===== config.mk =====
export PLATFORM = sky130hd
export DESIGN_NAME = dic_tx_sched_flat
export DESIGN_NICKNAME = d
export VERILOG_FILES = /design/src/rtl/dic_tx_sched_if.sv /design/src/rtl/dic_tx_sched.sv /design/src/flat_wrapper.sv
export SDC_FILE = /design/constraint.sdc
export NUM_CORES = 1
export LEC_CHECK = 0
export CAP_MARGIN = 20
export CORE_ASPECT_RATIO = 1.75
export CORE_UTILIZATION = 55
export CTS_CLUSTER_SIZE = 28
export DETAILED_ROUTE_END_ITERATION = 8
export DONT_BUFFER_PORTS = 1
export PLACE_DENSITY = 0.71
export SLEW_MARGIN = 10
export SYNTH_ARGS = -nofsm -noshare
export SYNTH_HDL_FRONTEND = slang
export SYNTH_SLANG_ARGS = --single-unit

===== constraint.sdc =====
create_clock -name clk -period 6.1 [get_ports clk]
set_input_delay 1.22 -clock clk [delete_from_list [all_inputs] [get_ports clk]]
set_output_delay 1.22 -clock clk [all_outputs]
set_load 0.02 [all_outputs]

===== src/rtl/dic_tx_sched_if.sv =====
// Start/busy handshake between the transmit scheduler (master) and the UART transmitter (slave).
interface dic_tx_sched_if;
    logic       tx_start;
    logic [7:0] tx_data;
    logic       tx_busy;

    modport master (output tx_start, output tx_data, input tx_busy);
    modport slave  (input tx_start, input tx_data, output tx_busy);
endinterface


===== src/rtl/dic_tx_sched.sv =====
// dic_tx_sched: shares one UART transmitter between key echo, alarm message and time report frames.
// Define DIC_TX_ALARM_EN to compile in the ALARM frame and its request latch.
module dic_tx_sched #(
    parameter bit TIME_TX = 1'b1
) (
    input  logic           clk,
    input  logic           rst,
    input  logic           sec_strobe,
    input  logic [3:0]     Mtens,
    input  logic [3:0]     Mones,
    input  logic [3:0]     Stens,
    input  logic [3:0]     Sones,
    input  logic           alarm_hit,
    input  logic           echo_req,
    input  logic [7:0]     echo_data,
    dic_tx_sched_if.master tx,
    output logic           frame_busy,
    output logic           echo_ovf
);

    localparam logic [1:0] ST_IDLE = 2'd0;
    localparam logic [1:0] ST_SEND = 2'd1;
    localparam logic [1:0] ST_HOLD = 2'd2;
    localparam logic [1:0] ST_WAIT = 2'd3;

    localparam logic [1:0] FT_ECHO  = 2'd0;
`ifdef DIC_TX_ALARM_EN
    localparam logic [1:0] FT_ALARM = 2'd1;
`endif
    localparam logic [1:0] FT_TIME  = 2'd2;

    function automatic logic [7:0] digit_ascii(input logic [3:0] d);
        if (d <= 4'd9) begin
            return 8'h30 + {4'h0, d};
        end else begin
            return 8'h3F;
        end
    endfunction

    function automatic logic [7:0] frame_byte(input logic [1:0] ftype, input logic [2:0] idx,
                                              input logic [15:0] fbuf);
        logic [7:0] b;
        case (ftype)
            FT_ECHO: b = fbuf[7:0];
`ifdef DIC_TX_ALARM_EN
            FT_ALARM: begin
                case (idx)
                    3'd0:    b = 8'h41;
                    3'd1:    b = 8'h4C;
                    3'd2:    b = 8'h41;
                    3'd3:    b = 8'h52;
                    3'd4:    b = 8'h4D;
                    3'd5:    b = 8'h0D;
                    default: b = 8'h0A;
                endcase
            end
`endif
            FT_TIME: begin
                case (idx)
                    3'd0:    b = digit_ascii(fbuf[15:12]);
                    3'd1:    b = digit_ascii(fbuf[11:8]);
                    3'd2:    b = 8'h3A;
                    3'd3:    b = digit_ascii(fbuf[7:4]);
                    3'd4:    b = digit_ascii(fbuf[3:0]);
                    3'd5:    b = 8'h0D;
                    default: b = 8'h0A;
                endcase
            end
            default: b = 8'h00;
        endcase
        return b;
    endfunction

    function automatic logic [2:0] last_idx(input logic [1:0] ftype);
        if (ftype == FT_ECHO) begin
            return 3'd0;
        end else begin
            return 3'd6;
        end
    endfunction

    logic [1:0]  state_q, state_d;
    logic [2:0]  idx_q, idx_d;
    logic [1:0]  ftype_q, ftype_d;
    logic [15:0] fbuf_q, fbuf_d;
    logic        tx_start_q, tx_start_d;
    logic [7:0]  tx_data_q, tx_data_d;
    logic        frame_busy_q, frame_busy_d;
    logic        echo_pend_q, echo_pend_d;
    logic [7:0]  echo_byte_q, echo_byte_d;
    logic        echo_ovf_q, echo_ovf_d;
    logic        time_pend_q, time_pend_d;
    logic [15:0] snap_q, snap_d;
    logic        start_echo_s, start_time_s;
    logic        alarm_pend_s;
    logic        any_pend_s;

`ifdef DIC_TX_ALARM_EN
    logic        alarm_pend_q, alarm_pend_d;
    logic        start_alarm_s;
    assign alarm_pend_s = alarm_pend_q;
`else
    logic        unused_alarm_s;
    assign alarm_pend_s   = 1'b0;
    assign unused_alarm_s = alarm_hit;
`endif

    assign any_pend_s = echo_pend_q | alarm_pend_s | time_pend_q;

    // Frame sequencer: arbitration in IDLE, then SEND/HOLD/WAIT per byte
    always_comb begin
        state_d      = state_q;
        idx_d        = idx_q;
        ftype_d      = ftype_q;
        fbuf_d       = fbuf_q;
        tx_start_d   = 1'b0;
        tx_data_d    = tx_data_q;
        start_echo_s = 1'b0;
        start_time_s = 1'b0;
`ifdef DIC_TX_ALARM_EN
        start_alarm_s = 1'b0;
`endif
        case (state_q)
            ST_IDLE: begin
                if (any_pend_s) begin
                    state_d    = ST_SEND;
                    idx_d      = 3'd0;
                    tx_start_d = 1'b1;
                    if (echo_pend_q) begin
                        ftype_d      = FT_ECHO;
                        fbuf_d       = {8'h00, echo_byte_q};
                        start_echo_s = 1'b1;
`ifdef DIC_TX_ALARM_EN
                    end else if (alarm_pend_s) begin
                        ftype_d       = FT_ALARM;
                        fbuf_d        = 16'h0000;
                        start_alarm_s = 1'b1;
`endif
                    end else begin
                        // Frame copy decouples the in-flight bytes from later snapshot updates
                        ftype_d      = FT_TIME;
                        fbuf_d       = snap_q;
                        start_time_s = 1'b1;
                    end
                    tx_data_d = frame_byte(ftype_d, 3'd0, fbuf_d);
                end else begin
                    state_d = ST_IDLE;
                end
            end
            ST_SEND: state_d = ST_HOLD;
            ST_HOLD: state_d = ST_WAIT;
            ST_WAIT: begin
                if (tx.tx_busy) begin
                    state_d = ST_WAIT;
                end else if (idx_q == last_idx(ftype_q)) begin
                    state_d = ST_IDLE;
                end else begin
                    state_d    = ST_SEND;
                    idx_d      = idx_q + 3'd1;
                    tx_start_d = 1'b1;
                    tx_data_d  = frame_byte(ftype_q, idx_q + 3'd1, fbuf_q);
                end
            end
            default: state_d = ST_IDLE;
        endcase
        frame_busy_d = (state_d != ST_IDLE);
    end

    // Request latches; a pulse coinciding with its own frame start becomes a fresh request
    always_comb begin
        echo_pend_d = (echo_pend_q & ~start_echo_s) | echo_req;
        if (echo_req && (!echo_pend_q || start_echo_s)) begin
            echo_byte_d = echo_data;
        end else begin
            echo_byte_d = echo_byte_q;
        end
        echo_ovf_d  = echo_ovf_q | (echo_req & echo_pend_q & ~start_echo_s);
        time_pend_d = (time_pend_q & ~start_time_s) | (sec_strobe & TIME_TX);
        if (sec_strobe) begin
            snap_d = {Mtens, Mones, Stens, Sones};
        end else begin
            snap_d = snap_q;
        end
`ifdef DIC_TX_ALARM_EN
        alarm_pend_d = (alarm_pend_q & ~start_alarm_s) | alarm_hit;
`endif
    end

    // State, request and output registers
    always_ff @(posedge clk or negedge rst) begin
        if (!rst) begin
            state_q      <= ST_IDLE;
            idx_q        <= 3'd0;
            ftype_q      <= FT_ECHO;
            fbuf_q       <= 16'h0000;
            tx_start_q   <= 1'b0;
            tx_data_q    <= 8'h00;
            frame_busy_q <= 1'b0;
            echo_pend_q  <= 1'b0;
            echo_byte_q  <= 8'h00;
            echo_ovf_q   <= 1'b0;
            time_pend_q  <= 1'b0;
            snap_q       <= 16'h0000;
`ifdef DIC_TX_ALARM_EN
            alarm_pend_q <= 1'b0;
`endif
        end else begin
            state_q      <= state_d;
            idx_q        <= idx_d;
            ftype_q      <= ftype_d;
            fbuf_q       <= fbuf_d;
            tx_start_q   <= tx_start_d;
            tx_data_q    <= tx_data_d;
            frame_busy_q <= frame_busy_d;
            echo_pend_q  <= echo_pend_d;
            echo_byte_q  <= echo_byte_d;
            echo_ovf_q   <= echo_ovf_d;
            time_pend_q  <= time_pend_d;
            snap_q       <= snap_d;
`ifdef DIC_TX_ALARM_EN
            alarm_pend_q <= alarm_pend_d;
`endif
        end
    end

    assign tx.tx_start = tx_start_q;
    assign tx.tx_data  = tx_data_q;
    assign frame_busy  = frame_busy_q;
    assign echo_ovf    = echo_ovf_q;

endmodule

===== src/flat_wrapper.sv =====
// flat-port wrapper written by rule: the top's interface ports become plain ports
module dic_tx_sched_flat 
#(
    parameter bit TIME_TX = 1'b1
)
  (clk, rst, sec_strobe, Mtens, Mones, Stens, Sones, alarm_hit, echo_req, echo_data, frame_busy, echo_ovf, tx_tx_start, tx_tx_data, tx_tx_busy);
  dic_tx_sched_if tx_i ();
  input  logic clk;
  input  logic rst;
  input  logic sec_strobe;
  input  logic [3:0] Mtens;
  input  logic [3:0] Mones;
  input  logic [3:0] Stens;
  input  logic [3:0] Sones;
  input  logic alarm_hit;
  input  logic echo_req;
  input  logic [7:0] echo_data;
  output logic frame_busy;
  output logic echo_ovf;
  output wire logic [$bits(tx_i.tx_start)-1:0] tx_tx_start;
  output wire logic [$bits(tx_i.tx_data)-1:0] tx_tx_data;
  input wire logic [$bits(tx_i.tx_busy)-1:0] tx_tx_busy;
  assign tx_tx_start = tx_i.tx_start;
  assign tx_tx_data = tx_i.tx_data;
  assign tx_i.tx_busy = tx_tx_busy;
  dic_tx_sched #(.TIME_TX(TIME_TX)) u_core (.clk(clk), .rst(rst), .sec_strobe(sec_strobe), .Mtens(Mtens), .Mones(Mones), .Stens(Stens), .Sones(Sones), .alarm_hit(alarm_hit), .echo_req(echo_req), .echo_data(echo_data), .tx(tx_i), .frame_busy(frame_busy), .echo_ovf(echo_ovf));
endmodule

==> impl_metrics.yaml <==
pwr:
  peakVddDrop_uv: 264.9
  leakagePower_uw: 0.001413
  powerDensity_mw_per_mm2: 526.4
detailed_routing:
  vias: 2118
  drt_iter0_markers: 54
  met2_length_um: 3056
  wirelength_um: 6021
  met1_length_um: 2472
  dr.pass1.iters: 4
  highest_layer: "met4"
  wl_per_cell_um: 18.03
  drcViolationCount: 0
  final_antenna_net_count: 0
  wl_met3_um: 327
  post_drt_via_cell_ratio: 6.341
placement:
  gp_congestion: 0.9141
  io_buffers: 0
  hpwlAfterDp_um: 4315
sta:
  finalClockSkew_ps: 9.153
  drv_slew: 0
  fmax_mhz: 482.1
  relSlewSlack: 0.4765
  final.min_clock_period_ps: 2074
  tightest_slew_ps: 785.2
  fin_hold_ws_ps: 507.3
  finalHoldViolCount: 0
  tns_ps: 0
  rsz0062_at_grt: "false"
  finalSetupViolCount: 0
  finalCritPeriodShare: 0.3400
synthesis:
  dominantRegCellSynth: "dfrtp_1"
  yosysWarnings: 0
  syn-cell-area_mm2: 0.003018
  synth_seq_area_share: 0.4892
  ys_ff_latch: 59
  synth_area_leader_cell: "dfrtp_1"
  synth-edff-count: 0
  async_flop_share: 1.000
  synth_cell_types: 52
  yosys.area.top_type_share: 0.4892
  synth_area_per_cell_um2: 11.05
  synthCells: 273
  ys_top_cells_by_area: "dfrtp_1 49%, mux2_2 11%, ha_1 3.7%, o21ai_0 3.2%, mux2i_1 2.7%"
  synth_nets: 312
setup_path:
  crit_required_ps: 6340
  arrival_ps: 2310
  cp_num_buf_inv: 0
  crit_chain: "ha_1, ha_1, nand2_1, a22oi_1, nand4_1, a211o_1"
  r2r_start: "u_core.idx_q[0]"
  startpoint_type: "flip-flop"
  cp_num_cells: 6
  worstSetupPathType: "flip-flop to flip-flop"
  cpLargestDelayFamily: "adder cells"
  max_stage_delay_ps: 450
  cp_slowest_cell: "dfrtp_1"
  crit_path_start: "u_core.idx_q[0]"
  path_max_fanout: 9
  crit_path_end_kind: "flip-flop"
  critPathCapture: "u_core.tx.tx_data[1]"
  path_common_cell: "ha_1"
  r2r_end: "u_core.tx.tx_data[1]"
  reg2reg_slack_ps: 4030
  reg2reg_depth: 6
global_routing:
  grt.overflow.total: 0
  track_usage: 0.2361
  grt_max_degree: 60
  grt_pass1_vias: 2128
  antenna_found_initial: 0
  grt_pass1_wl_um: 10190
floorplan:
  dieArea_mm2: 0.005799
  io_pins: 41
  die_h_um: 99.99
  placementRows: 35
  fp.dieW_um: 58.00
  floorplan.initialDensity: 0.5743
  core_area_mm2: 0.005255
clock_network:
  clk_latency_ps: 340
  post_cts_resized: 0
  cts_buffers: 9
  cts.sinks: 59
  cts-root-buf: "clkbuf_8"
  cts_buffer_depth: 2
  post_cts_buffers: 0
  hold_buffers: 0
  h-tree-depth: 3
  clk_pin_slew_ps: 70
  cts_tree: "yes"
final_layout:
  mostFrequentLayoutCells: "59 x dfrtp_1, 30 x mux2_2, 21 x nand2_1"
  multi_input_area_mm2: 0.001439
  drive_above_1_share: 0.2079
  n_fill_cell: 447
  antenna_cells_inserted: 0
  seq_area_mm2: 0.001476
  syn_to_final_growth_pct: 6.965
  nNetsFinal: 313
  final_common_cell: "dfrtp_1"
worst_hold_path:
  hold_path_class: "flip-flop to flip-flop"
run_status:
  run_status: "complete, no violations"
run:
  cap_violations: 0
worst min-delay path by stage:
stage,start,to,cells after the start
2_1_floorplan,u_core.fbuf_q[0],u_core.fbuf_q[0],2
3_3_place_gp,u_core.fbuf_q[0],u_core.fbuf_q[0],2
3_5_place_dp,u_core.fbuf_q[12],u_core.fbuf_q[12],1
4_1_cts,u_core.snap_q[7],u_core.snap_q[7],1
5_1_grt,u_core.snap_q[3],u_core.snap_q[3],1
6_report,u_core.snap_q[7],u_core.snap_q[7],1
logic make-up after synthesis:
| kind of cell | share of synthesized area |
|---|---|
| buffers and inverters | 0.03399 |
| AND/OR/NAND/NOR | 0.1049 |
| adder cells (fa/ha/maj) | 0.03731 |
| multiplexers | 0.1385 |
| AO/OA/AOI/OAI | 0.1961 |
| flip-flops | 0.4892 |
worst reg2reg max path: cells and delay by family (launching register included):
kind            cells  cell delay, ps
fa+ha+maj           2             710
flops               1             450
compound gates      2             520
simple gates        2             300
state kept, by name, indices dropped and copies added (netlist names):
| name | flops |
|---|---|
| u_core.snap_q | 16 |
| u_core.time_pend_q | 1 |
| u_core.fbuf_q | 16 |
| u_core.echo_ovf | 1 |
| u_core.echo_byte_q | 8 |
| u_core.ftype_q | 1 |
| u_core.echo_pend_q | 1 |
| u_core.frame_busy | 1 |
| u_core.idx_q | 3 |
| u_core.tx.tx_start | 1 |
| u_core.state_q | 2 |
| u_core.tx.tx_data | 8 |
layout make-up:
cell class	count	area share
well taps	55	0.02132
multi-input cells	189	0.4457
flip-flops and latches	59	0.4574
clock inverters	4	0.007752
repair buffers	2	0.004651
clock buffers	12	0.04806
inverters	13	0.01512
per-layer routing:
metal  track usage  vias up
li1              -     1001
met2        0.3669       68
met4        0.1190        0
met5             0        -
met1        0.2947     1033
met3       0.07216       16
Yosys cell counts (5+ instances only):
| master | n |
|---|---|
| dfrtp_1 | 59 |
| mux2_2 | 30 |
| nand2_1 | 21 |
| o21ai_0 | 19 |
| a21oi_1 | 13 |
| inv_1 | 12 |
| nor2b_1 | 11 |
| ha_1 | 9 |
| mux2i_1 | 8 |
| o2bb2ai_1 | 7 |
| clkbuf_1 | 6 |
| a21o_1 | 5 |
| a2bb2oi_1 | 5 |
| nor2_1 | 5 |
per-stage QoR:
step	instance area (um^2)	power (uW)	utilization	worst slack, ps	std cells
5_1_grt	3228	1825	0.6143	3842	334
6_report	3228	1699	0.6143	4026	334
3_5_place_dp	3040	1376	0.5786	3899	317
3_3_place_gp	3040	1354	0.5786	3936	317
4_1_cts	3221	1700	0.6129	4037	333
2_1_floorplan	3018	1226	-	3781	273
where the power goes:
| part | internal [uW] | switching, uW | total, uW |
|---|---|---|---|
| logic | 317 | 342 | 659 |
| registers | 535 | 183 | 718 |
| clock network | 168 | 154 | 322 |
| total | 1020 | 680 | 1700 |
Power figures use the tool's default switching activity.
